===== config.mk =====
export PLATFORM = sky130hd
export DESIGN_NAME = pixel_shuffle_2x_writer
export DESIGN_NICKNAME = d
export VERILOG_FILES = /design/src/rtl/pixel_shuffle_2x_writer.sv
export SDC_FILE = /design/constraint.sdc
export NUM_CORES = 1
export LEC_CHECK = 0
export CAP_MARGIN = 20
export CORE_MARGIN = 2
export CORE_UTILIZATION = 64
export CTS_CLUSTER_DIAMETER = 80
export DETAILED_ROUTE_END_ITERATION = 10
export PLACE_DENSITY = 0.95
export SYNTH_ARGS = -nofsm -noshare
export SYNTH_HDL_FRONTEND = slang
export SYNTH_SLANG_ARGS = --single-unit

===== constraint.sdc =====
create_clock -name clk -period 11.25 [get_ports clk]
set_input_delay 3.375 -clock clk [delete_from_list [all_inputs] [get_ports clk]]
set_output_delay 3.375 -clock clk [all_outputs]
set_load 0.01 [all_outputs]

===== src/rtl/pixel_shuffle_2x_writer.sv =====
// 2x depth-to-space writer: packs 4-channel CNN pixels into a 2Wx2H byte image in word SRAM.
// Define PS2X_BOTTOM_UP_EN to write output rows in bottom-up (BMP) order.
module pixel_shuffle_2x_writer #(
  parameter int WIDTH      = 128,
  parameter int HEIGHT     = 128,
  parameter int W_ADDR     = 16,
  parameter int FIFO_DEPTH = 4
) (
  input  logic              clk,
  input  logic              rst,
  input  logic              start,
  input  logic [W_ADDR-1:0] base_addr,
  input  logic [31:0]       in_pixel,
  input  logic              in_valid,
  output logic              wr_en,
  output logic [W_ADDR-1:0] wr_addr,
  output logic [31:0]       wr_data,
  input  logic              wr_ready,
  output logic              busy,
  output logic              frame_done,
  output logic              overflow
);

  localparam int XW = (WIDTH > 2) ? $clog2(WIDTH) : 1;
  localparam int YW = (HEIGHT > 1) ? $clog2(HEIGHT) : 1;
  localparam int PW = (FIFO_DEPTH > 2) ? $clog2(FIFO_DEPTH) : 1;
  localparam int CW = PW + 1;
  localparam int EW = W_ADDR + 32;
  localparam logic [W_ADDR-1:0] ROW_STEP = W_ADDR'(WIDTH);
  localparam logic [W_ADDR-1:0] HALF     = W_ADDR'(WIDTH / 2);

  typedef enum logic [1:0] {IDLE, RUN, DRAIN} state_t;

  state_t            state, state_next;
  logic [XW-1:0]     x;
  logic [YW-1:0]     y;
  logic [W_ADDR-1:0] row_base;
  logic [31:0]       hold;
  logic [EW-1:0]     mem [FIFO_DEPTH];
  logic [PW-1:0]     wr_ptr, rd_ptr;
  logic [CW-1:0]     count;
  logic [CW-1:0]     free;
  logic [CW-1:0]     n_store;

  logic              accept, last_x, last_y, pair, push, drop;
  logic              out_load, from_mem, bypass, fifo_empty, done_next;
  logic [W_ADDR-1:0] col, top_addr, bot_addr, row_next, row_init;
  logic [31:0]       top_data, bot_data;

  assign accept     = (state == RUN) && in_valid;
  assign last_x     = (x == XW'(WIDTH - 1));
  assign last_y     = (y == YW'(HEIGHT - 1));
  assign pair       = accept && x[0];
  assign free       = CW'(FIFO_DEPTH) - count;
  assign push       = pair && (free >= CW'(2));
  assign drop       = pair && (free < CW'(2));
  assign out_load   = !wr_en || wr_ready;
  assign from_mem   = out_load && (count != '0);
  assign bypass     = out_load && (count == '0) && push;
  assign fifo_empty = (count == '0) && !wr_en;
  assign busy       = (state != IDLE);

  assign col      = W_ADDR'(x >> 1);
  assign top_data = {in_pixel[15:8], in_pixel[7:0], hold[15:8], hold[7:0]};
  assign bot_data = {in_pixel[31:24], in_pixel[23:16], hold[31:24], hold[23:16]};

  // The row-base accumulator holds the address of the top output row of the current input row.
`ifdef PS2X_BOTTOM_UP_EN
  assign row_init = base_addr + W_ADDR'((2 * HEIGHT - 1) * (WIDTH / 2));
  assign top_addr = row_base + col;
  assign bot_addr = row_base - HALF + col;
  assign row_next = row_base - ROW_STEP;
`else
  assign row_init = base_addr;
  assign top_addr = row_base + col;
  assign bot_addr = row_base + HALF + col;
  assign row_next = row_base + ROW_STEP;
`endif

  always_comb begin
    n_store = '0;
    if (push) n_store = bypass ? CW'(1) : CW'(2);
  end

  always_comb begin
    state_next = state;
    done_next  = 1'b0;
    case (state)
      IDLE:  if (start) state_next = RUN;
      RUN:   if (accept && last_x && last_y) state_next = DRAIN;
      DRAIN: if (fifo_empty) begin
        state_next = IDLE;
        done_next  = 1'b1;
      end
      default: state_next = IDLE;
    endcase
  end

  always_ff @(posedge clk or posedge rst) begin
    if (rst) state <= IDLE;
    else     state <= state_next;
  end

  always_ff @(posedge clk or posedge rst) begin
    if (rst) begin
      x          <= '0;
      y          <= '0;
      row_base   <= '0;
      hold       <= '0;
      overflow   <= 1'b0;
      frame_done <= 1'b0;
    end else begin
      frame_done <= done_next;
      if (state == IDLE && start) begin
        x        <= '0;
        y        <= '0;
        row_base <= row_init;
        overflow <= 1'b0;
      end else if (accept) begin
        if (!x[0]) hold <= in_pixel;
        if (drop) overflow <= 1'b1;
        if (last_x) begin
          x        <= '0;
          y        <= y + YW'(1);
          row_base <= row_next;
        end else begin
          x <= x + XW'(1);
        end
      end
    end
  end

  // Older stored words drain first; a fresh top word skips storage only when nothing is queued.
  always_ff @(posedge clk or posedge rst) begin
    if (rst) begin
      wr_en   <= 1'b0;
      wr_addr <= '0;
      wr_data <= '0;
      wr_ptr  <= '0;
      rd_ptr  <= '0;
      count   <= '0;
    end else begin
      if (out_load) begin
        if (from_mem) begin
          wr_en              <= 1'b1;
          {wr_addr, wr_data} <= mem[rd_ptr];
        end else if (bypass) begin
          wr_en   <= 1'b1;
          wr_addr <= top_addr;
          wr_data <= top_data;
        end else begin
          wr_en <= 1'b0;
        end
      end
      rd_ptr <= rd_ptr + PW'(from_mem);
      wr_ptr <= wr_ptr + PW'(n_store);
      count  <= count + n_store - CW'(from_mem);
    end
  end

  always_ff @(posedge clk) begin
    if (push) begin
      if (bypass) begin
        mem[wr_ptr] <= {bot_addr, bot_data};
      end else begin
        mem[wr_ptr]          <= {top_addr, top_data};
        mem[wr_ptr + PW'(1)] <= {bot_addr, bot_data};
      end
    end
  end

endmodule


== Word level (Yosys, flattened, before mapping) ==
Memory sizes are Yosys's and may differ from the RTL's.
Cells that the tools add are included.
Word-level totals
  register bits after elaboration: 122
  RAM bits: 192
  bits in read-only memories: 0
  latch bits: 0
  logic and storage cells: 96
  memories kept: 1
Cells by class
  multiplexer cells: 32
  divide/modulo/power cells: 0
  shifts and indexed selects: 0
  eq/ne operators: 7
  bitwise operators: 3
  reductions and logical operators: 26
  multipliers: 0
  magnitude comparators: 2
  $add $sub $neg: 12
Memory list
  mem: words 4, bits a word 48, rd ports 1, clocked after memory_dff 0, write ports 2, RTL line 39  | logic [EW-1:0] mem [FIFO_DEPTH];
Operators by type and width (number)
  $mux 16: 5
  $mux 32: 2
  $mux 48: 1
  $mux 7: 6
  $add 16x6->16: 2
  $add 16x7->16 const B: 1
  $add 16x8->16 const B: 1
  $add 7x1->7 const B: 2
  $eq 7x7->1 const B: 2
  $mux 1: 12
  $logic_and 1x1->1: 11
  $reduce_bool 2->1: 5
  $mux 2: 4
  $pmux 2 s3: 1
  $reduce_and 2->1: 3
  $reduce_and 3->1: 2
  $ne 2x2->1 const B: 2
  $add 3x3->3: 1
  $ge 3x2->1 const B: 1
  $logic_not 3->1: 1
  $lt 3x2->1 const B: 1
  $mux 3: 1
  $reduce_bool 3->1: 1
  $sub 3x1->3: 1
  12 further kinds: 13

== Logic depth before layout (Yosys ltp) ==
  depth after elaboration: 9
  mapped depth: 13
  gate-level depth less buffers: 13

== Worst setup path before layout ==
Ideal clock, no wire load.
  path type: input port to flip-flop
  start point: input port in_valid
  end point: memory mem[3][0] (netlist name), enable pin
  buffers on the path: 1
  cell stages on the path: 4
  required time: 10.727 ns
  setup slack: 3.309 ns
  arrival time: 7.418 ns
  cells stage by stage: and3b_1 buf_4 nand3_2 nor3b_1
RTL lines
  start: declaration: RTL line 14  | input logic in_valid,
  end: declaration: RTL line 39

==> impl_metrics.py <==
metrics = {
    "die": {
        "die_w_um": 159,
        "core_um2": 23500,
        "start_util": 0.652,
        "rows": 56,
        "die_h_um": 159,
        "die_area_um2": 25200,
        "top_level_ports": 105,
    },
    "yosys": {
        "yosys_register_bits": 314,
        "syn_area_um2": 15300,
        "post_synth_num_cell_types": 64,
        "synth-main-ff-cell": "edfxtp_1",
        "ys_warn_count": 0,
        "syn_inst": 1377,
        "synth-edff-count": 192,
        "seq_area_frac_synth": 0.576,
        "async_flop_share": 0.389,
        "synth_nets": 1449,
        "synth_area_per_cell_um2": 11.1,
    },
    "power": {
        "p_switching_mw": 1.56,
        "ir_drop_mv": 0.197,
        "total_power_mw": 4.39,
        "leakagePower_nw": 6.99,
        "swShare": 0.355,
        "power_frac_comb": 0.349,
        "p_int_mw": 2.83,
        "p_per_area_nw_per_um2": 251,
        "pwr-share-clk": 0.228,
        "pwr-share-seq": 0.423,
    },
    "cells_and_area": {
        "n_antenna_cell": 0,
        "drive_gt1_frac": 0.123,
        "area_growth_pct": 14.2,
        "design_area_um2": 17500,
        "final_net_count": 1516,
    },
    "sta": {
        "setup_viol": 0,
        "finalCritPeriodShare": 0.538,
        "setup_tns_ns": 0,
        "rsz0062_at_grt": "false",
        "timing.fmax_mhz": 165,
        "worst_pin_slew_ns": 1.10,
        "relSlewSlack": 0.266,
        "hold_viol": 0,
        "slew_violations": 0,
        "finClkSkew_ns": 0.0145,
        "min_period_ns": 6.05,
    },
    "cts": {
        "cts_setup_buffers": 0,
        "cts_root_buf": "clkbuf_16",
        "clock_latency_ns": 0.57,
        "path_clk_slew_ns": 0.06,
        "cts_tree": "built",
        "hold_buffers": 0,
        "cts.repair.resized": 0,
        "cts_max_path_buffers": 3,
        "ctsHtreeMaxLevel": 1,
        "numCtsBuffers": 31,
        "clock_sinks": 314,
    },
    "placed_design": {
        "port_buffers": 104,
        "gp_congestion": 0.872,
        "dpl-instance-area_um2": 16500,
        "hpwl_mm": 23.6,
    },
    "detailed_routing": {
        "first_iter_violations": 1553,
        "wl_per_cell_um": 23.0,
        "dr.pass1.iters": 5,
        "postRouteAntennaNets": 0,
        "routed_wl_mm": 41.0,
        "via_per_inst": 6.53,
        "num_vias": 11649,
        "drc_errors": 0,
    },
    "global_route": {
        "grt_pass1_wl_mm": 63.2,
        "grt_pass1_vias": 11842,
        "gr-total-overflow": 0,
        "grtUsageTotal": 0.331,
        "grt_max_degree": 80,
        "antenna_found_initial": 0,
    },
    "worst_setup_path": {
        "worstPathArrival_ns": 6.35,
        "crit_path_end_kind": "flop",
        "crit_type": "in2reg",
        "critPathLaunchType": "primary input",
        "required_ns": 11.55,
        "crit_fanout": 36,
    },
    "status": {
        "status": "completed",
    },
    "hold_path": {
        "min_path_type": "reg2reg",
    },
    "job": {
        "max_cap_violations": 0,
    },
}
## area by class of cell
cell class	instances	area [um2]
Clock buffer	48	900
Clock inverter	7	61.3
Fill cell	1330	6000
Inverter	16	67.6
Multi-Input combinational cell	960	6020
Sequential cell	314	8820
Tap cell	319	399
Timing Repair Buffer	121	1200
## layout by cell type (no fill, tap or decap), drive strengths merged, types with 5 or more instances in the layout
| cell | count |
|---|---|
| nand3 | 30 |
| o21ai | 30 |
| and3 | 7 |
| clkbuf | 48 |
| o22ai | 9 |
| nand4 | 6 |
| dfrtp | 122 |
| xor2 | 27 |
| buf | 17 |
| mux2 | 38 |
| nor2 | 70 |
| nand2 | 502 |
| a221o | 6 |
| ha | 17 |
| inv | 17 |
| xnor2 | 51 |
| a21oi | 17 |
| edfxtp | 192 |
| clkdlybuf4s50 | 104 |
| clkinv | 5 |
| a22oi | 9 |
| mux4 | 48 |
| a31oi | 38 |
| nor3 | 7 |
## synth_stat cells, types with 4 or more instances
cell type | number | share of area
a21oi_1 | 14 | 0.0046
a221o_1 | 6 | 0.0039
a22oi_1 | 9 | 0.0044
a31oi_1 | 38 | 0.016
and3_1 | 7 | 0.0029
buf_1 | 11 | 0.0027
buf_2 | 44 | 0.014
buf_4 | 8 | 0.0039
clkbuf_1 | 21 | 0.0052
dfrtp_1 | 122 | 0.20
edfxtp_1 | 192 | 0.38
ha_1 | 17 | 0.014
inv_1 | 15 | 0.0037
mux2_2 | 38 | 0.028
mux4_2 | 48 | 0.071
nand2_1 | 500 | 0.12
nand2b_1 | 4 | 0.0016
nand3_1 | 28 | 0.0092
nand3b_1 | 4 | 0.0020
nand4_1 | 6 | 0.0025
nor2_1 | 65 | 0.016
nor3_1 | 7 | 0.0023
nor3b_1 | 4 | 0.0020
o21ai_0 | 23 | 0.0075
o21ai_2 | 6 | 0.0034
o22ai_1 | 9 | 0.0037
xnor2_1 | 51 | 0.029
xor2_1 | 27 | 0.015
## registers in the layout, summed over array words and instances (netlist names)
name        cells
wr_addr        16
row_base       16
hold           32
rd_ptr          2
count           3
mem           192
state           2
wr_en           1
x               7
wr_ptr          2
overflow        1
wr_data        32
y               7
frame_done      1
## worst paths after layout
path                                     from                       to  slack, ns  cells after the start
min in group asynchronous                 rst  row_base[5]$_DFFE_PP0P_       3.19                      2
setup / recovery                     in_valid     mem[1][44]$_DFFE_PP_       5.20                      8
setup reg to reg           count[0]$_DFF_PP0_     mem[1][44]$_DFFE_PP_       7.84                     10
hold reg to reg            count[2]$_DFF_PP0_       count[2]$_DFF_PP0_       0.50                      1
max in group asynchronous                 rst      rd_ptr[1]$_DFF_PP0_       6.68                      4
hold / removal             count[2]$_DFF_PP0_       count[2]$_DFF_PP0_       0.50                      1
## kinds of logic (layout without fill, tap and decap cells)
family / after synthesis / in the layout / synth area share
multiplexers: 88 / 88 / 0.0999
buffers and inverters: 103 / 192 / 0.0322
AO/OA/AOI/OAI: 128 / 128 / 0.0570
AND/OR/NAND/NOR: 647 / 647 / 0.173
XOR/XNOR: 78 / 78 / 0.0446
flip-flops: 314 / 314 / 0.576
adder cells (fa/ha/maj): 19 / 19 / 0.0165
## metal layers
layer	global-route usage	share of wire
met5	0	0
met3	0.0558	0.11
met4	0.167	0.051
met1	0.410	0.34
met2	0.567	0.50
## critical path, cell delays in order
cell and delay, ns:
clkdlybuf4s50_1 0.48, and3b_1 0.41, o2111a_1 0.61, inv_6 0.12
nor2_4 0.88, nand2_1 0.21, nand3_1 0.18, xnor2_1 0.08
## metrics by stage
stage / setup slack (ns) / std cells / utilization / hold slack, ns
after floorplan: 3.31 / 1377 / - / 0.446
after global routing: 5.03 / 1785 / 0.744 / 0.510
after CTS: 5.19 / 1782 / 0.742 / 0.501
after detailed placement: 4.66 / 1727 / 0.701 / 0.489
after global placement: 4.77 / 1727 / 0.701 / 0.465
final: 5.20 / 1785 / 0.744 / 0.499
## power by group through the flow
stage	Combinational [mW]	Sequential (mW)	Clock, mW
2_1_floorplan	1.02	1.77	0
3_5_place_dp	1.48	1.87	0
4_1_cts	1.51	1.85	0.998
6_report	1.53	1.86	1.00
3_3_place_gp	1.40	1.84	0
5_1_grt	1.64	1.88	1.04
Power figures use the tool's default switching activity.
